### config.mk
export PLATFORM = sky130hd
export DESIGN_NAME = oka_seq_mul12
export DESIGN_NICKNAME = d
export VERILOG_FILES = /design/src/rtl/oka_seq_mul12.sv
export SDC_FILE = /design/constraint.sdc
export NUM_CORES = 1
export LEC_CHECK = 0
export CAP_MARGIN = 20
export CORE_MARGIN = 1
export CORE_UTILIZATION = 54
export CTS_BUF_LIST = sky130_fd_sc_hd__clkbuf_8 sky130_fd_sc_hd__clkbuf_16
export CTS_CLUSTER_SIZE = 20
export DETAILED_ROUTE_END_ITERATION = 8
export MAX_ROUTING_LAYER = met4
export PLACE_DENSITY_LB_ADDON = 0.1
export SYNTH_ARGS = -nofsm -noshare
export SYNTH_HDL_FRONTEND = slang
export SYNTH_SLANG_ARGS = --single-unit
### constraint.sdc
create_clock -name clk -period 3.1 [get_ports clk]
set_input_delay 0.31 -clock clk [delete_from_list [all_inputs] [get_ports clk]]
set_output_delay 0.31 -clock clk [all_outputs]
set_load 0.01 [all_outputs]
### src/rtl/oka_seq_mul12.sv
// 12x12 carry-less multiplier: even/odd Karatsuba split, one 6-bit OKA core
// shared across three cycles, recombined into a 23-bit product.
module oka_6bit (
  input  logic [5:0]  a,
  input  logic [5:0]  b,
  output logic [10:0] p
);
  function automatic logic [4:0] clmul3(input logic [2:0] x, input logic [2:0] z);
    logic [4:0] r;
    r = '0;
    for (int i = 0; i < 3; i++) begin
      if (z[i]) r = r ^ ({2'b00, x} << i);
    end
    return r;
  endfunction

  logic [4:0] p_lo, p_hi, p_mid;

  // One Karatsuba level on 3-bit halves.
  assign p_lo  = clmul3(a[2:0], b[2:0]);
  assign p_hi  = clmul3(a[5:3], b[5:3]);
  assign p_mid = clmul3(a[2:0] ^ a[5:3], b[2:0] ^ b[5:3]);
  assign p = {6'b0, p_lo} ^ ({6'b0, p_mid ^ p_lo ^ p_hi} << 3) ^ ({6'b0, p_hi} << 6);
endmodule

module oka_seq_mul12 #(
  parameter int N     = 12,
  parameter int CNT_W = 16
) (
  input  logic             clk,
  input  logic             rst_n,
  input  logic             flush,
  input  logic             in_valid,
  output logic             in_ready,
  input  logic [N-1:0]     a,
  input  logic [N-1:0]     b,
  output logic             out_valid,
  input  logic             out_ready,
  output logic [2*N-2:0]   y,
  output logic             busy,
  output logic [CNT_W-1:0] op_count
);
  localparam int H  = N / 2;
  localparam int PW = 2 * H - 1;
  localparam int YW = 2 * N - 1;

  typedef enum logic [2:0] {IDLE, EE, OO, MID, DONE} state_t;

  state_t           state_q, state_d;
  logic [H-1:0]     ae_q, ao_q, be_q, bo_q;
  logic [H-1:0]     ae_d, ao_d, be_d, bo_d;
  logic [H-1:0]     ae_in, ao_in, be_in, bo_in;
  logic [PW-1:0]    p_ee_q, p_oo_q, p_ee_d, p_oo_d;
  logic [YW-1:0]    y_q, y_d;
  logic             out_valid_q, out_valid_d;
  logic [CNT_W-1:0] op_count_q, op_count_d;
  logic [H-1:0]     core_a, core_b;
  logic [PW-1:0]    core_p;

  function automatic logic [YW-1:0] spread(input logic [PW-1:0] p);
    logic [YW-1:0] r;
    r = '0;
    for (int i = 0; i < PW; i++) r[2*i] = p[i];
    return r;
  endfunction

  always_comb begin
    ae_in = '0;
    ao_in = '0;
    be_in = '0;
    bo_in = '0;
    for (int j = 0; j < H; j++) begin
      ae_in[j] = a[2*j];
      ao_in[j] = a[2*j+1];
      be_in[j] = b[2*j];
      bo_in[j] = b[2*j+1];
    end
  end

  // Core operands come from registered state only, keeping the core path reg-to-reg.
  always_comb begin
    core_a = '0;
    core_b = '0;
    case (state_q)
      EE:      begin core_a = ae_q;        core_b = be_q;        end
      OO:      begin core_a = ao_q;        core_b = bo_q;        end
      MID:     begin core_a = ae_q ^ ao_q; core_b = be_q ^ bo_q; end
      default: begin core_a = '0;          core_b = '0;          end
    endcase
  end

  oka_6bit u_core (.a(core_a), .b(core_b), .p(core_p));

  assign in_ready  = (state_q == IDLE) || ((state_q == DONE) && out_ready);
  assign busy      = (state_q != IDLE);
  assign out_valid = out_valid_q;
  assign y         = y_q;
  assign op_count  = op_count_q;

  always_comb begin
    state_d     = state_q;
    ae_d        = ae_q;
    ao_d        = ao_q;
    be_d        = be_q;
    bo_d        = bo_q;
    p_ee_d      = p_ee_q;
    p_oo_d      = p_oo_q;
    y_d         = y_q;
    out_valid_d = out_valid_q;
    op_count_d  = op_count_q;
    if (flush) begin
      state_d     = IDLE;
      out_valid_d = 1'b0;
    end else begin
      case (state_q)
        IDLE: begin
          if (in_valid) begin
            ae_d = ae_in; ao_d = ao_in; be_d = be_in; bo_d = bo_in;
            state_d = EE;
          end
        end
        EE: begin
          p_ee_d  = core_p;
          state_d = OO;
        end
        OO: begin
          p_oo_d  = core_p;
          state_d = MID;
        end
        MID: begin
          y_d = spread(p_ee_q) ^ (spread(p_ee_q ^ p_oo_q ^ core_p) << 1)
              ^ (spread(p_oo_q) << 2);
          out_valid_d = 1'b1;
          state_d     = DONE;
        end
        DONE: begin
          if (out_ready) begin
            out_valid_d = 1'b0;
            if (op_count_q != {CNT_W{1'b1}}) op_count_d = op_count_q + CNT_W'(1);
            if (in_valid) begin
              ae_d = ae_in; ao_d = ao_in; be_d = be_in; bo_d = bo_in;
              state_d = EE;
            end else begin
              state_d = IDLE;
            end
          end
        end
        default: state_d = IDLE;
      endcase
    end
  end

  always_ff @(posedge clk or negedge rst_n) begin
    if (!rst_n) begin
      state_q     <= IDLE;
      ae_q        <= '0;
      ao_q        <= '0;
      be_q        <= '0;
      bo_q        <= '0;
      p_ee_q      <= '0;
      p_oo_q      <= '0;
      y_q         <= '0;
      out_valid_q <= 1'b0;
      op_count_q  <= '0;
    end else begin
      state_q     <= state_d;
      ae_q        <= ae_d;
      ao_q        <= ao_d;
      be_q        <= be_d;
      bo_q        <= bo_d;
      p_ee_q      <= p_ee_d;
      p_oo_q      <= p_oo_d;
      y_q         <= y_d;
      out_valid_q <= out_valid_d;
      op_count_q  <= op_count_d;
    end
  end
endmodule

==> flow_summary.json, run 1 <==
{
  "fp.dieH_um": 93.8,
  "start_kind": "flop",
  "synth_fa_ha_area_share_pct": 0.275,
  "cts.sinks": 89,
  "initial_core_util_pct": 55.6,
  "required_ns": 3.34,
  "path_clk_slew_ns": 0.09,
  "area_growth_pct": 22.5,
  "power.leakage_nw": 2.28,
  "dr.first_iter.drc_count": 126,
  "synth_compound_area_share_pct": 6.63,
  "io_buffers": 70,
  "drc_errors": 0,
  "insertion_delay_ns": 0.36,
  "grt_setup_unrepaired": "false",
  "grt_pass1_vias": 3057,
  "design_area_mm2": 0.00557,
  "synthMuxAreaShare_pct": 6.19,
  "diodes": 0,
  "post_dp_cell_area_mm2": 0.00537,
  "drive_gt1_share_pct": 13.3,
  "worstSetupPathType": "reg2reg",
  "row_count": 33,
  "yosys-top-cells-area": "dfrtp_1 (49%), xnor2_1 (12%), nand2_1 (6.8%)",
  "final_core_util_pct": 68.2,
  "cts_made_buffers": 9,
  "post_cts_buffers": 0,
  "max_slew_margin_pct": 38.0,
  "worstHoldPathCells": 2,
  "synth_warnings": 0,
  "overflow": 0,
  "yosys_most_used_dff": "dfrtp_1",
  "synth-xor-area-share_pct": 19.8,
  "first_pass_iters": 5,
  "setup_slack_ns": 0.277,
  "ff2ff_path_depth": 8,
  "fmax_mhz": 354,
  "synth-seq-area-share_pct": 49.0,
  "tightest_slew_ns": 0.930,
  "async_flop_share_pct": 100,
  "ys_ff_latch": 89,
  "place_inst": 601,
  "yosysTopAreaCell": "dfrtp_1",
  "coreArea_mm2": 0.00818,
  "total_power_mw": 3.66,
  "io_pins": 71,
  "hold_slack_ns": 0.483,
  "routed_wl_um": 8730,
  "critPathMaxFanout": 18,
  "avgSynthCellArea_um2": 10.4,
  "p_per_area_mw_per_mm2": 656,
  "layout.nets": 538,
  "drt-vias-per-instance": 5.17,
  "wl_per_cell_um": 14.1,
  "yosysUniqueCellTypes": 36,
  "synth_top_family_by_area": "XOR/XNOR gates",
  "finalCriticalPeriod_ns": 2.82,
  "slew_viol_final": 0,
  "cts_tree": "yes",
  "min_path_type": "reg2reg",
  "clockBufferDepth": 2,
  "synth_edf_count": 0,
  "cp.arrival_ns": 3.06,
  "finClkSkew_ns": 0.0123,
  "groute.usage.overall_pct": 22.4,
  "post-route-period-util_pct": 91.1,
  "syn_area_mm2": 0.00455,
  "synthesis.nets": 466,
  "ir_drop_v": 0.000363,
  "end_kind": "flop",
  "num_vias": 3197,
  "hold_viol": 0,
  "cap_viol_max_count": 0,
  "place_congestion": 0.893,
  "die_x_um": 93.8,
  "grt_pass1_wl_um": 14700,
  "antenna_found_initial": 0,
  "grt_max_degree": 90,
  "yosys.area.top_type_share_pct": 49.0,
  "cts_root_buf": "clkbuf_8",
  "setup_tns_ns": 0,
  "setup_viol_count_final": 0,
  "dieArea_mm2": 0.00880,
  "dp_hpwl_um": 6280,
  "status": "finished, final reports clean",
  "synth_simple_gate_area_share_pct": 15.8,
  "preCtsSetupSlack_ns": 0.0886,
  "final_cells": 618,
  "cts_max_level": 3,
  "syn_inst": 436,
  "ant_nets": 0
}
-- cell usage after synthesis, types with 2 or more instances --
cell,count
a211oi_1,2
a21oi_1,4
and3_1,4
buf_2,3
buf_6,2
clkbuf_1,13
dfrtp_1,89
inv_1,3
mux2_2,25
nand2_1,82
nand2_2,2
nand2_4,2
nand3_1,7
nand3b_1,2
nand4_1,5
nor2_1,19
nor3_1,21
nor4_1,4
o21ai_0,44
o21ai_1,3
o31ai_1,2
or3_1,3
xnor2_1,63
xnor2_2,8
xnor3_1,5
xor2_1,9
-- metal layers --
metal / track usage [%] / share of wire [%] / wire, um / up-vias
met4: 9.49 / 1.9 / 164 / 0
met5: - / 0 / 0 / -
met3: 3.48 / 3.5 / 304 / 12
met2: 33.8 / 46 / 3990 / 65
li1: - / - / - / 1606
met1: 30.4 / 49 / 4270 / 1514
-- critical path: stages (launching register included) --
cell	delay [ns]
dfrtp_2	0.60
nand2_1	0.12
xnor2_1	0.62
nor3_1	0.10
nor4b_1	0.49
xnor3_1	0.30
xnor2_1	0.25
xnor2_1	0.16
o21ai_1	0.07
-- logic make-up after synthesis --
family | Yosys count
buffers and inverters | 22
adders and majority gates | 1
AOI/OAI and AO/OA | 57
muxes | 25
DFF | 89
and+or+nand+nor | 156
xor gates and xnor gates | 86
-- registers in the layout, indices dropped and copies added, names as in the netlist --
signal,flops
ae_q,6
ao_q,6
be_q,6
bo_q,6
op_count,16
out_valid,1
p_ee_q,11
p_oo_q,11
state_q,3
y,23
-- timing repair --
item | in CTS | in global routing
endpoints found under the setup margin | 0 | 3
hold endpoints to repair | 42 | 0
hold buffers | 1 | 0
resized for setup | 0 | 2
-- report_power, final --
part           total, mW  switching (mW)  internal [mW]
clock network      0.793           0.418          0.374
registers           1.66           0.232           1.42
logic               1.21           0.525          0.681
-- layout by cell type (no fill, tap or decap), types with 4 or more instances in the layout --
cell / instances
a21oi_1: 4
and3_1: 4
buf_4: 9
clkbuf_8: 9
clkdlybuf4s50_1: 69
dfrtp_1: 87
inv_1: 4
mux2_2: 25
nand2_1: 82
nand3_1: 7
nand4_1: 5
nor2_1: 19
nor3_1: 21
nor4_1: 4
o21ai_0: 44
xnor2_1: 63
xnor2_2: 8
xnor3_1: 5
xor2_1: 9
-- worst paths after layout --
path                            slack, ns          to  startpoint
worst max-delay path                 0.28       y[11]  state_q[1]
worst min-delay path                 0.48       y[14]       y[14]
worst max register to register       0.28       y[11]  state_q[1]
worst min register to register       0.48       y[14]       y[14]
max in group asynchronous            2.15  state_q[1]       rst_n
min in group asynchronous            0.50        y[6]       rst_n
-- final cells by class --
type | count | area, um^2
clock buffer | 9 | 124
clock inverter | 7 | 70.1
fill | 655 | 2600
inverter | 3 | 11.3
multi-input combinational | 325 | 2220
sequential | 89 | 2230
tap | 105 | 131
timing repair buffer | 80 | 788
No activity file was read; power rests on OpenSTA's default activity.
==> run 2, diff against run 1 <==
CORE_UTILIZATION = 58   (was 54)
REMOVE_ABC_BUFFERS = 1   (was default)
clock period = 3.6 ns   (was 3.1 ns; I/O delays follow)
==> run 2 against run 1 <==
First-iteration DRC count is 19% higher. Sequential cell count did not move. Combinational power decreased by 14%. Highest routed layer unchanged. Count of clock-buffer cells in the layout increased by 1. Global-route usage grew 1.7 points. Maximum frequency decreased by 6.9%. Worst setup slack better by 0.29 ns. Critical endpoint is now y[13]. Clock power shrank 12%. Critical path type unchanged. Sequential power down 14%. Via count up 0.38%.
==> flow_summary.json, run 2 (synthesized netlist as in run 1, its figures left out) <==
{
  "fp.dieH_um": 90.6,
  "first_pass_iters": 4,
  "routed_wl_um": 8780,
  "final_cells": 609,
  "worstSetupPathType": "reg2reg",
  "finClkSkew_ns": 0.0124,
  "use_met1_pct": 31.6,
  "drive_gt1_share_pct": 12.5,
  "fmax_mhz": 330,
  "cts_made_buffers": 9,
  "setup_viol_count_final": 0,
  "groute.usage.overall_pct": 24.2,
  "netSwitchingFraction_pct": 32.3,
  "dp_hpwl_um": 6520,
  "initial_core_util_pct": 61.4,
  "design_area_mm2": 0.00554,
  "hold_viol": 0,
  "critPathMaxFanout": 23,
  "p_per_area_mw_per_mm2": 573,
  "ir_drop_v": 0.000264,
  "min_path_type": "in2async",
  "post_dp_cell_area_mm2": 0.00532,
  "internal_power_mw": 2.15,
  "setup_tns_ns": 0,
  "pwr-share-clk_pct": 22.1,
  "place_congestion": 0.866,
  "row_count": 31,
  "cts.sinks": 89,
  "io_buffers": 70,
  "largest_reg_flops": 23,
  "path_clk_slew_ns": 0.09,
  "area_growth_pct": 21.7,
  "dieArea_mm2": 0.00820,
  "io_pins": 71,
  "cts_max_level": 3,
  "end_kind": "flop",
  "ant_nets": 0,
  "place_inst": 592,
  "num_vias": 3209,
  "post_cts_buffers": 0,
  "pwr-share-seq_pct": 45.2,
  "netSwitchingPower_mw": 1.03,
  "tightest_slew_ns": 0.769,
  "final_cell_mix": "dfrtp_1 (89), nand2_1 (82), clkdlybuf4s50_1 (69), xnor2_1 (63), o21ai_0 (44)",
  "setup_slack_ns": 0.568,
  "max_slew_margin_pct": 48.6,
  "dr.first_iter.drc_count": 150,
  "overflow": 0,
  "mostFrequentLayoutCell": "dfrtp_1",
  "drt-vias-per-instance": 5.27,
  "power.leakage_nw": 2.26,
  "start_kind": "flop",
  "layout.nets": 535,
  "cts_root_buf": "clkbuf_8",
  "grt_max_degree": 45,
  "diodes": 0,
  "final_core_util_pct": 74.7,
  "die_x_um": 90.6,
  "cap_viol_max_count": 0,
  "coreArea_mm2": 0.00741,
  "status": "finished, final reports clean",
  "grt_use_met2_pct": 38.5,
  "ff2ff_path_depth": 8,
  "wl_per_cell_um": 14.4,
  "grt_pass1_vias": 3138,
  "slew_viol_final": 0,
  "insertion_delay_ns": 0.36,
  "post-route-period-util_pct": 84.2,
  "cts_tree": "yes",
  "drc_errors": 0,
  "grt_setup_unrepaired": "false",
  "required_ns": 3.84,
  "finalCriticalPeriod_ns": 3.03,
  "cp.arrival_ns": 3.27,
  "grt_busiest_layer": "met2",
  "use_met3_pct": 3.03,
  "preCtsSetupSlack_ns": 0.639,
  "clockBufferDepth": 2,
  "antenna_found_initial": 0,
  "power_frac_comb_pct": 32.7,
  "grt_pass1_wl_um": 15200,
  "fill_cells": 533
}
==> run 2: through the flow <==
step	hold WS (ns)	total power, mW
5_1_grt	0.509	3.36
3_3_place_gp	0.329	2.45
2_1_floorplan	0.0644	2.11
3_5_place_dp	0.332	2.50
6_report	0.476	3.17
4_1_cts	0.478	3.20
==> run 2: path summary, 6_finish.rpt <==
check                           start            to  slack (ns)
max in group asynchronous       rst_n     p_oo_q[4]        2.38
min in group clk                y[22]         y[22]        0.48
hold / removal                  rst_n  op_count[11]        0.48
setup reg to reg           state_q[1]         y[13]        0.57
setup / recovery           state_q[1]         y[13]        0.57
hold reg to reg                 y[22]         y[22]        0.48
==> run 2: what timing repair did <==
action                                 CTS  global route
gates resized for setup                  0             0
hold buffers                             1             0
endpoints found under the hold margin   33             0
==> run 2: power by group through the flow <==
stage | Combinational (mW) | Clock [mW] | Sequential, mW
floorplan | 0.662 | 0 | 1.45
global placement | 1.01 | 0 | 1.44
detailed placement | 1.04 | 0 | 1.45
CTS | 1.05 | 0.715 | 1.43
global route | 1.14 | 0.752 | 1.47
finish | 1.04 | 0.701 | 1.43
==> run 2: worst max-delay path: stages, from the launching register on <==
cell	delay [ns]
dfrtp_1	0.84
nand2_1	0.22
xnor2_2	0.34
nor3_1	0.10
xnor2_1	0.40
xnor3_1	0.49
xnor2_1	0.28
xnor2_1	0.17
o21ai_1	0.07
==> run 2: cell type report <==
| class | count | area [um^2] | share of cell area [%] |
|---|---|---|---|
| clock buffers | 10 | 138 | 2.49 |
| clock inverters | 6 | 65.1 | 1.18 |
| inverters | 3 | 11.3 | 0.203 |
| multi-input cells | 325 | 2220 | 40.1 |
| flip-flops and latches | 89 | 2230 | 40.2 |
| well taps | 99 | 124 | 2.24 |
| repair buffers | 77 | 753 | 13.6 |
==> run 2: routing by layer <==
metal,part of all wire (%),routed length [um]
met1,47,4110
met2,49,4310
met3,2.5,223
met4,1.6,137
met5,0,0
==> run 3, diff against run 2 <==
CORE_UTILIZATION = 54   (was 58)
clock period = 3 ns   (was 3.6 ns; I/O delays follow)
==> run 3 against run 2 <==
Worst hold slack got worse by 0.0068 ns. Sequential share of layout area shrank 0.27 points. Clock skew shrank 0.0018 ns. Clock power up 20%. Sequential power rose by 20%. Count of clock-buffer cells in the layout decreased by 1. Critical path type is now reg2out.
==> flow_summary.json, run 3 (synthesized netlist as in run 1, its figures left out) <==
{
  "critPathMaxFanout": 33,
  "pwr-share-clk_pct": 22.1,
  "ant_nets": 0,
  "grt_pass1_vias": 3073,
  "cp.arrival_ns": 2.39,
  "cap_viol_max_count": 0,
  "pwr-share-seq_pct": 45.1,
  "io_pins": 71,
  "status": "finished, final reports clean",
  "setup_viol_count_final": 0,
  "path_cells": "inv_1, nor2_1, nor2_1, clkdlybuf4s50_1",
  "post-route-period-util_pct": 89.7,
  "cts_tree": "yes",
  "worstSetupStartpoint": "state_q[2]",
  "num_vias": 3219,
  "slowest_delay_ns": 0.97,
  "post_dp_cell_area_mm2": 0.00536,
  "drive_gt1_share_pct": 13.5,
  "dr.first_iter.drc_count": 149,
  "place_congestion": 0.861,
  "crit_family": "flip-flops",
  "insertion_delay_ns": 0.36,
  "path_depth": 4,
  "final_cell_mix": "dfrtp_1 (87), nand2_1 (82), clkdlybuf4s50_1 (69), xnor2_1 (62), o21ai_0 (44)",
  "total_power_mw": 3.80,
  "diodes": 0,
  "clockBufferDepth": 2,
  "max_slew_margin_pct": 36.8,
  "cts.sinks": 89,
  "worstSetupPathType": "reg2out",
  "drt-vias-per-instance": 5.22,
  "routed_wl_um": 8540,
  "netSwitchingPower_mw": 1.23,
  "tightest_slew_ns": 0.948,
  "drc_errors": 0,
  "power.leakage_nw": 2.28,
  "coreArea_mm2": 0.00818,
  "path_clk_slew_ns": 0.09,
  "r2r-start": "state_q[0]",
  "setup_tns_ns": 0,
  "io_buffers": 70,
  "largest_reg_flops": 23,
  "wl_per_cell_um": 13.8,
  "fp.dieH_um": 93.8,
  "design_area_mm2": 0.00558,
  "internal_power_mw": 2.57,
  "row_count": 33,
  "end_kind": "primary output",
  "power_frac_comb_pct": 32.8,
  "finalCriticalPeriod_ns": 2.69,
  "grt_pass1_wl_um": 14900,
  "p_per_area_mw_per_mm2": 681,
  "required_ns": 2.70,
  "netSwitchingFraction_pct": 32.3,
  "overflow": 0,
  "layout.nets": 537,
  "groute.usage.overall_pct": 22.6,
  "worstSetupEndpoint": "in_ready",
  "crit_buf_inv": 2,
  "ir_drop_v": 0.000374,
  "crit_path_top_delay_cell": "dfrtp_1",
  "hold_viol": 0,
  "multi_input_comb_area_mm2": 0.00222,
  "post_cts_buffers": 0,
  "first_pass_iters": 4,
  "r2r-end": "y[11]",
  "cts_made_buffers": 9,
  "fill_cells": 633,
  "mostFrequentLayoutCell": "dfrtp_1",
  "cts_max_level": 3,
  "start_kind": "flop",
  "dieArea_mm2": 0.00880,
  "die_x_um": 93.8,
  "min_path_type": "in2async",
  "cp_common_cell": "nor2_1",
  "ff2ff_path_depth": 8,
  "grt_max_degree": 46,
  "grt_setup_unrepaired": "false",
  "final_core_util_pct": 68.2,
  "initial_core_util_pct": 55.6,
  "r2r_setup_slack_ns": 0.38,
  "antenna_found_initial": 0,
  "finClkSkew_ns": 0.0106,
  "dp_hpwl_um": 6310,
  "slew_viol_final": 0,
  "area_growth_pct": 22.6,
  "fmax_mhz": 372,
  "cts_root_buf": "clkbuf_8",
  "ff_latch_area_mm2": 0.00223
}
## run 3: worst min path at each step
stage	start	to	slack, ns	depth (start not counted)
after floorplan	rst_n	ae_q[0]	0.004	0
after global placement	rst_n	op_count[10]	0.34	1
after detailed placement	rst_n	op_count[8]	0.33	1
after CTS	rst_n	op_count[1]	0.49	2
after global routing	rst_n	op_count[8]	0.51	2
final	rst_n	op_count[10]	0.47	2
## run 3: what timing repair did
action / 4_1_cts / 5_1_grt
hold buffers: 1 / 0
setup endpoints to repair: 0 / 8
endpoints found under the hold margin: 44 / 0
resized for setup: 0 / 3
## run 3: layer usage
layer  part of all wire, %  global-route usage, %
met1                    48                   31.5
met2                    47                   33.6
met3                   3.5                   4.13
met4                   1.0                   6.92
met5                     0                      -
## run 3: area by class of cell
| type | count | share of cell area, % |
|---|---|---|
| clock buffer | 9 | 2.22 |
| timing repair buffer | 79 | 14.0 |
| tap | 105 | 2.35 |
| inverter | 3 | 0.202 |
| multi-input combinational | 325 | 39.9 |
| sequential | 89 | 40.0 |
| clock inverter | 7 | 1.39 |
## run 3: power by group through the flow
stage / Clock (mW) / Combinational [mW] / Sequential [mW]
after floorplan: 0 / 0.794 / 1.73
after global placement: 0 / 1.22 / 1.73
after global routing: 0.912 / 1.38 / 1.75
final: 0.838 / 1.25 / 1.71
after detailed placement: 0 / 1.26 / 1.74
after CTS: 0.860 / 1.26 / 1.72
## run 3: metrics by stage
stage,hold WS (ns),setup slack [ns],instances
floorplan,0.00441,0.406,417
global placement,0.338,0.117,600
detailed placement,0.333,0.0603,600
CTS,0.486,0.0236,617
global route,0.511,0.0931,617
finish,0.469,0.309,617
